`config.mk`:
```
export PLATFORM = sky130hd
export DESIGN_NAME = conv_relu_pool_flat
export DESIGN_NICKNAME = d
export VERILOG_FILES = /design/src/rtl/conv_relu_pool_if.sv /design/src/rtl/conv_relu_pool.sv /design/src/flat_wrapper.sv
export SDC_FILE = /design/constraint.sdc
export NUM_CORES = 1
export LEC_CHECK = 0
export CORE_MARGIN = 3
export CORE_UTILIZATION = 60
export DETAILED_ROUTE_END_ITERATION = 8
export DONT_BUFFER_PORTS = 1
export GPL_TIMING_DRIVEN = 0
export PLACE_DENSITY_LB_ADDON = 0.08
export SYNTH_ARGS = -nofsm -noshare
export SYNTH_HDL_FRONTEND = slang
export SYNTH_SLANG_ARGS = --single-unit
```
`constraint.sdc`:
```
create_clock -name clk -period 8.3 [get_ports clk]
set_input_delay 2.49 -clock clk [delete_from_list [all_inputs] [get_ports clk]]
set_output_delay 2.49 -clock clk [all_outputs]
set_load 0.02 [all_outputs]
```
`src/rtl/conv_relu_pool_if.sv`:
```
// rtl/conv_relu_pool_if.sv - conv-result input stream and pooled output stream of conv_relu_pool
interface conv_relu_pool_if #(
  parameter int WIDTH = 9
);
  logic                 in_valid;
  logic                 in_sof;
  logic [2*WIDTH-1:0]   in_data;
  logic                 out_valid;
  logic [2*WIDTH-1:0]   out_data;
  logic                 frame_done;

  modport master (
    output in_valid, in_sof, in_data,
    input  out_valid, out_data, frame_done
  );

  modport slave (
    input  in_valid, in_sof, in_data,
    output out_valid, out_data, frame_done
  );
endinterface

```
`src/rtl/conv_relu_pool.sv`:
```
// rtl/conv_relu_pool.sv - ReLU then 2x2/stride-2 max pooling over a raster-ordered conv-result stream
module conv_relu_pool #(
  parameter int WIDTH = 9,
  parameter int IMG_W = 26,
  parameter int IMG_H = 26
) (
  input  logic           clk,
  input  logic           rst,
  conv_relu_pool_if.slave bus
);
  localparam int DW = 2 * WIDTH;
  localparam int HW = IMG_W / 2;
  localparam int CW = $clog2(IMG_W);
  localparam int RW = $clog2(IMG_H);
  localparam int AW = (HW > 1) ? $clog2(HW) : 1;

  if ((IMG_W % 2) != 0 || IMG_W < 2) begin : g_bad_img_w
    $error("conv_relu_pool: IMG_W must be even and >= 2");
  end
  if ((IMG_H % 2) != 0 || IMG_H < 2) begin : g_bad_img_h
    $error("conv_relu_pool: IMG_H must be even and >= 2");
  end

  logic [CW-1:0] col, eff_col;
  logic [RW-1:0] row, eff_row;
  logic [DW-1:0] hold;
  logic [DW-1:0] relu, pair_max, lb_rd, pool;
  logic [AW-1:0] lb_idx;
  logic          last_col, last_row;
  logic          emit;
  logic [DW-1:0] linebuf [HW];

  // A start-of-frame beat is taken as (0,0) whatever the counters say.
  always_comb begin
    eff_col  = bus.in_sof ? '0 : col;
    eff_row  = bus.in_sof ? '0 : row;
    relu     = bus.in_data[DW-1] ? '0 : bus.in_data;
    pair_max = (hold > relu) ? hold : relu;
    lb_idx   = AW'(eff_col >> 1);
    lb_rd    = linebuf[lb_idx];
    pool     = (lb_rd > pair_max) ? lb_rd : pair_max;
    last_col = (eff_col == CW'(IMG_W - 1));
    last_row = (eff_row == RW'(IMG_H - 1));
    emit     = bus.in_valid && eff_col[0] && eff_row[0];
  end

  // Even rows park the horizontal pair max; the odd row below reads it back.
  always_ff @(posedge clk) begin
    if (bus.in_valid && eff_col[0] && !eff_row[0]) begin
      linebuf[lb_idx] <= pair_max;
    end
  end

  always_ff @(posedge clk) begin
    if (rst) begin
      col            <= '0;
      row            <= '0;
      hold           <= '0;
      bus.out_valid  <= 1'b0;
      bus.out_data   <= '0;
      bus.frame_done <= 1'b0;
    end else begin
      bus.out_valid  <= emit;
      bus.frame_done <= emit && last_col && last_row;
      if (emit) begin
        bus.out_data <= pool;
      end
      if (bus.in_valid) begin
        if (!eff_col[0]) begin
          hold <= relu;
        end
        if (last_col) begin
          col <= '0;
          row <= last_row ? '0 : eff_row + 1'b1;
        end else begin
          col <= eff_col + 1'b1;
          row <= eff_row;
        end
      end
    end
  end
endmodule

```
`src/flat_wrapper.sv`:
```
// flat-port wrapper written by rule: the top's interface ports become plain ports
module conv_relu_pool_flat 
#(
  parameter int WIDTH = 9,
  parameter int IMG_W = 26,
  parameter int IMG_H = 26
)
  (clk, rst, bus_in_valid, bus_in_sof, bus_in_data, bus_out_valid, bus_out_data, bus_frame_done);
  conv_relu_pool_if #(.WIDTH(WIDTH)) bus_i ();
  input  logic clk;
  input  logic rst;
  input wire logic [$bits(bus_i.in_valid)-1:0] bus_in_valid;
  input wire logic [$bits(bus_i.in_sof)-1:0] bus_in_sof;
  input wire logic [$bits(bus_i.in_data)-1:0] bus_in_data;
  output wire logic [$bits(bus_i.out_valid)-1:0] bus_out_valid;
  output wire logic [$bits(bus_i.out_data)-1:0] bus_out_data;
  output wire logic [$bits(bus_i.frame_done)-1:0] bus_frame_done;
  assign bus_i.in_valid = bus_in_valid;
  assign bus_i.in_sof = bus_in_sof;
  assign bus_i.in_data = bus_in_data;
  assign bus_out_valid = bus_i.out_valid;
  assign bus_out_data = bus_i.out_data;
  assign bus_frame_done = bus_i.frame_done;
  conv_relu_pool #(.WIDTH(WIDTH), .IMG_W(IMG_W), .IMG_H(IMG_H)) u_core (.clk(clk), .rst(rst), .bus(bus_i));
endmodule
```
==> flow_summary_export.csv, run 1 <==
group,metric,value,unit
timing,slew_headroom,0.378,
die,rows,51,
final_layout,synthToLayoutAreaGrowth,11.0,%
place,place_hpwl,24.1,mm
routing,ant_nets,0,
final_layout,instances_no_fill,1266,
cts,post-cts-setup-buffers,0,
global_route,track_usage,0.301,
place,place_ws,0.926,ns
global_route,grt_overflow,0,
place,place.gp.congestion,0.959,
yosys,synth_fp_nets,1002,
timing,worst_slack,1.40,ns
cts,hold_buffers,0,
die,die_w,149,µm
cts,h-tree-depth,1,
worst_setup_path,crit_end,"u_core.bus.out_data[13]",
final_layout,antenna_cells,0,
run_status,outcome,"completed",
die,die-area,22200,µm²
yosys,syn_area_per_cell,13.0,µm²
timing,worst_pin_slew,0.933,ns
die,io_pins,42,
cts,ctsResizeCount,0,
timing,holdWs,0.488,ns
min_path,hold_path_class,"reg2reg",
routing,drtIter0Drc,987,
yosys,synth_most_common_cell,"edfxtp_1",
yosys,ys_ff_latch,267,
final_layout,nNetsFinal,1044,
cts,insertion_delay,0.55,ns
worst_setup_path,r2r_cells,15,
cts,cts_tree,"yes",
timing,rsz0062_at_grt,"false",
routing,drc,0,
worst_setup_path,worstSetupPathType,"in2reg",
yosys,syn_area,12300,µm²
timing,period_share,0.832,
yosys,yosys_warnings,0,
worst_setup_path,worstReg2RegStart,"u_core.hold[4]",
worst_setup_path,start_kind,"input pin",
die,core,19800,µm²
pwr,peakVddDrop,0.190,mV
place,port_buffers,0,
run,drv_cap,0,
yosys,synth_top_cell_by_area,"edfxtp_1",
cts,cts.sinks,267,
yosys,ys_top_cells_by_count,"221 x edfxtp_1, 72 x a21oi_1, 65 x nor2_1, 46 x dfxtp_1, 38 x ha_1",
global_route,grt_first_pass_wirelength,50.3,mm
routing,wl,33.4,mm
final_layout,drive_gt1_frac,0.140,
timing,finalHoldViolCount,0,
worst_setup_path,crit_arrival,7.32,ns
global_route,antenna_found_initial,0,
place,place_inst,1220,
timing,fin_skew,0.0103,ns
pwr,p_total,2.81,mW
routing,dr.pass1.iters,6,
cts,cts_buffer_depth,3,
global_route,grt_max_degree,16,
yosys,async_flop_share,0,
timing,slew_violations,0,
routing,via_per_inst,6.73,
die,start_util,0.621,
cts,cts_buffers,27,
worst_setup_path,cp.required,8.72,ns
pwr,power.density,206,nW/µm²
routing,wl_per_cell,26.4,µm
yosys,synthDistinctLibCells,84,
die,die_h,149,µm
yosys,synth_ff_type,"edfxtp_1",
worst_setup_path,crit_fanout,10,
yosys,yosysTopAreaCellShare,0.541,
pwr,power_leakage,4.70,nW
worst_setup_path,reg2reg_to,"u_core.bus.out_data[13]",
timing,min_period,6.90,ns
timing,max_freq,145,MHz
timing,tns,0,ns
routing,via_count,8514,
cts,cts-root-buf,"clkbuf_16",
timing,setup-violations-final,0,
global_route,grt_pass1_vias,8422,
yosys,syn_inst,942,
worst_setup_path,crit_path_start,"bus_in_data[17]",
worst_setup_path,cp-end-kind,"flip-flop",
yosys,ys_seq_area_frac,0.616,
yosys,synthTopCellsByArea,"edfxtp_1 54%, dfxtp_1 7.5%, ha_1 3.9%",
yosys,synth-edff-count,221,
worst_setup_path,r2r_slack,3.45,ns
cts,clkSlewWorstSetupHoldPaths,0.06,ns
## cell usage in the layout, fill, tap and decap left out, types with 7 or more instances in the layout
master and count:
a211oi_1 25, nand2_1 30, or2_0 7, edfxtp_1 221, a221oi_1 8, nor2_1 52, a21oi_1 72, a41o_1 8
o21ai_1 9, nand3_1 20, ha_1 38, a22oi_1 14, nor2_2 13, dfxtp_1 46, clkbuf_1 32, nand2b_1 26
buf_2 19, o221ai_1 7, a32oi_1 15, clkbuf_16 27, nand4_1 11, mux2_2 8, o21ai_0 17, mux2i_1 33
inv_1 31, buf_4 8, clkinv_1 7, o211ai_1 9, mux4_2 9, buf_8 11, a21o_1 11, buf_6 7
nor2b_1 11
## flip-flops by register name (all words and copies together) (netlist names)
register,cells
u_core.linebuf,221
u_core.bus.out_data,17
u_core.hold,17
u_core.col,5
u_core.row,5
u_core.bus.frame_done,1
u_core.bus.out_valid,1
## power by group
| group | total (mW) | internal [mW] | switching, mW | leakage (nW) |
|---|---|---|---|---|
| Sequential | 1.47 | 1.47 | 0.00469 | 2.40 |
| Clock | 1.11 | 0.624 | 0.488 | 0.395 |
| Combinational | 0.224 | 0.0636 | 0.160 | 1.91 |
## per-layer routing
metal	vias to the layer above	routed length (µm)	GRT usage
met1	4168	12900	0.402
met3	98	3450	0.0644
met2	496	15700	0.491
met5	-	0	0
met4	0	1300	0.112
li1	3752	-	-
## how the worst min path moves through the flow
stage,from,to,cells after the start
final,u_core.row[1],u_core.row[1],2
after global placement,u_core.row[1],u_core.row[1],2
after CTS,u_core.row[1],u_core.row[1],2
after detailed placement,u_core.row[1],u_core.row[1],2
after floorplan,u_core.row[1],u_core.row[1],2
after global routing,u_core.row[1],u_core.row[1],2
## critical path, cell delays in order
cell and delay [ns]:
clkbuf_1 0.18, nand2b_1 0.26, ha_1 0.34, nand4_1 0.26, a211o_1 0.38, o211ai_1 0.26, clkbuf_1 0.45, a211oi_1 0.16
a21oi_1 0.53, ha_1 0.34, and3_1 0.19, a221o_1 0.39, a221oi_4 0.38, a21oi_2 0.17, buf_2 0.22, a22oi_1 0.22
a21oi_2 0.08
## metrics by stage
stage | util | instance area, µm²
floorplan | - | 12300
global placement | 0.637 | 12600
detailed placement | 0.648 | 12800
CTS | 0.689 | 13600
global route | 0.689 | 13600
finish | 0.689 | 13600
## area by class of cell
| type | instances | area (µm²) |
|---|---|---|
| Inverter | 34 | 128 |
| Buffer | 64 | 332 |
| Multi-Input combinational cell | 577 | 4290 |
| Timing Repair Buffer | 13 | 188 |
| Clock buffer | 30 | 687 |
| Sequential cell | 267 | 7560 |
| Tap cell | 265 | 332 |
| Clock inverter | 16 | 115 |
| Fill cell | 1431 | 6150 |
## cells by family (layout without fill, tap and decap cells)
group,count (synthesis),in the layout,synth area share
AND/OR/NAND/NOR,214,214,0.0932
AO/OA/AOI/OAI,273,273,0.163
buffers and inverters,98,157,0.0374
flip-flops,267,267,0.616
adder cells (fa/ha/maj),38,38,0.0387
other,1,1,0.000305
multiplexers,51,51,0.0517
(Power assumes the default switching activity.)
==> inputs of run 2 (changes only) <==
==> constraint.sdc (replaced) <==
create_clock -name clk -period 7.05 [get_ports clk]
set_input_delay 2.115 -clock clk [delete_from_list [all_inputs] [get_ports clk]]
set_output_delay 2.115 -clock clk [all_outputs]
set_load 0.02 [all_outputs]
==> results of run 2 <==
The final DEF is identical to that of run 1. Status: completed.
Among the figures that moved: setup slack after placement 0.926 ns -> 0.0512 ns; setup slack after layout 1.40 ns -> 0.521 ns; register-to-register setup slack 3.45 ns -> 2.20 ns; total power 2.81 mW -> 3.31 mW; worst IR drop on VDD 0.190 mV -> 0.224 mV
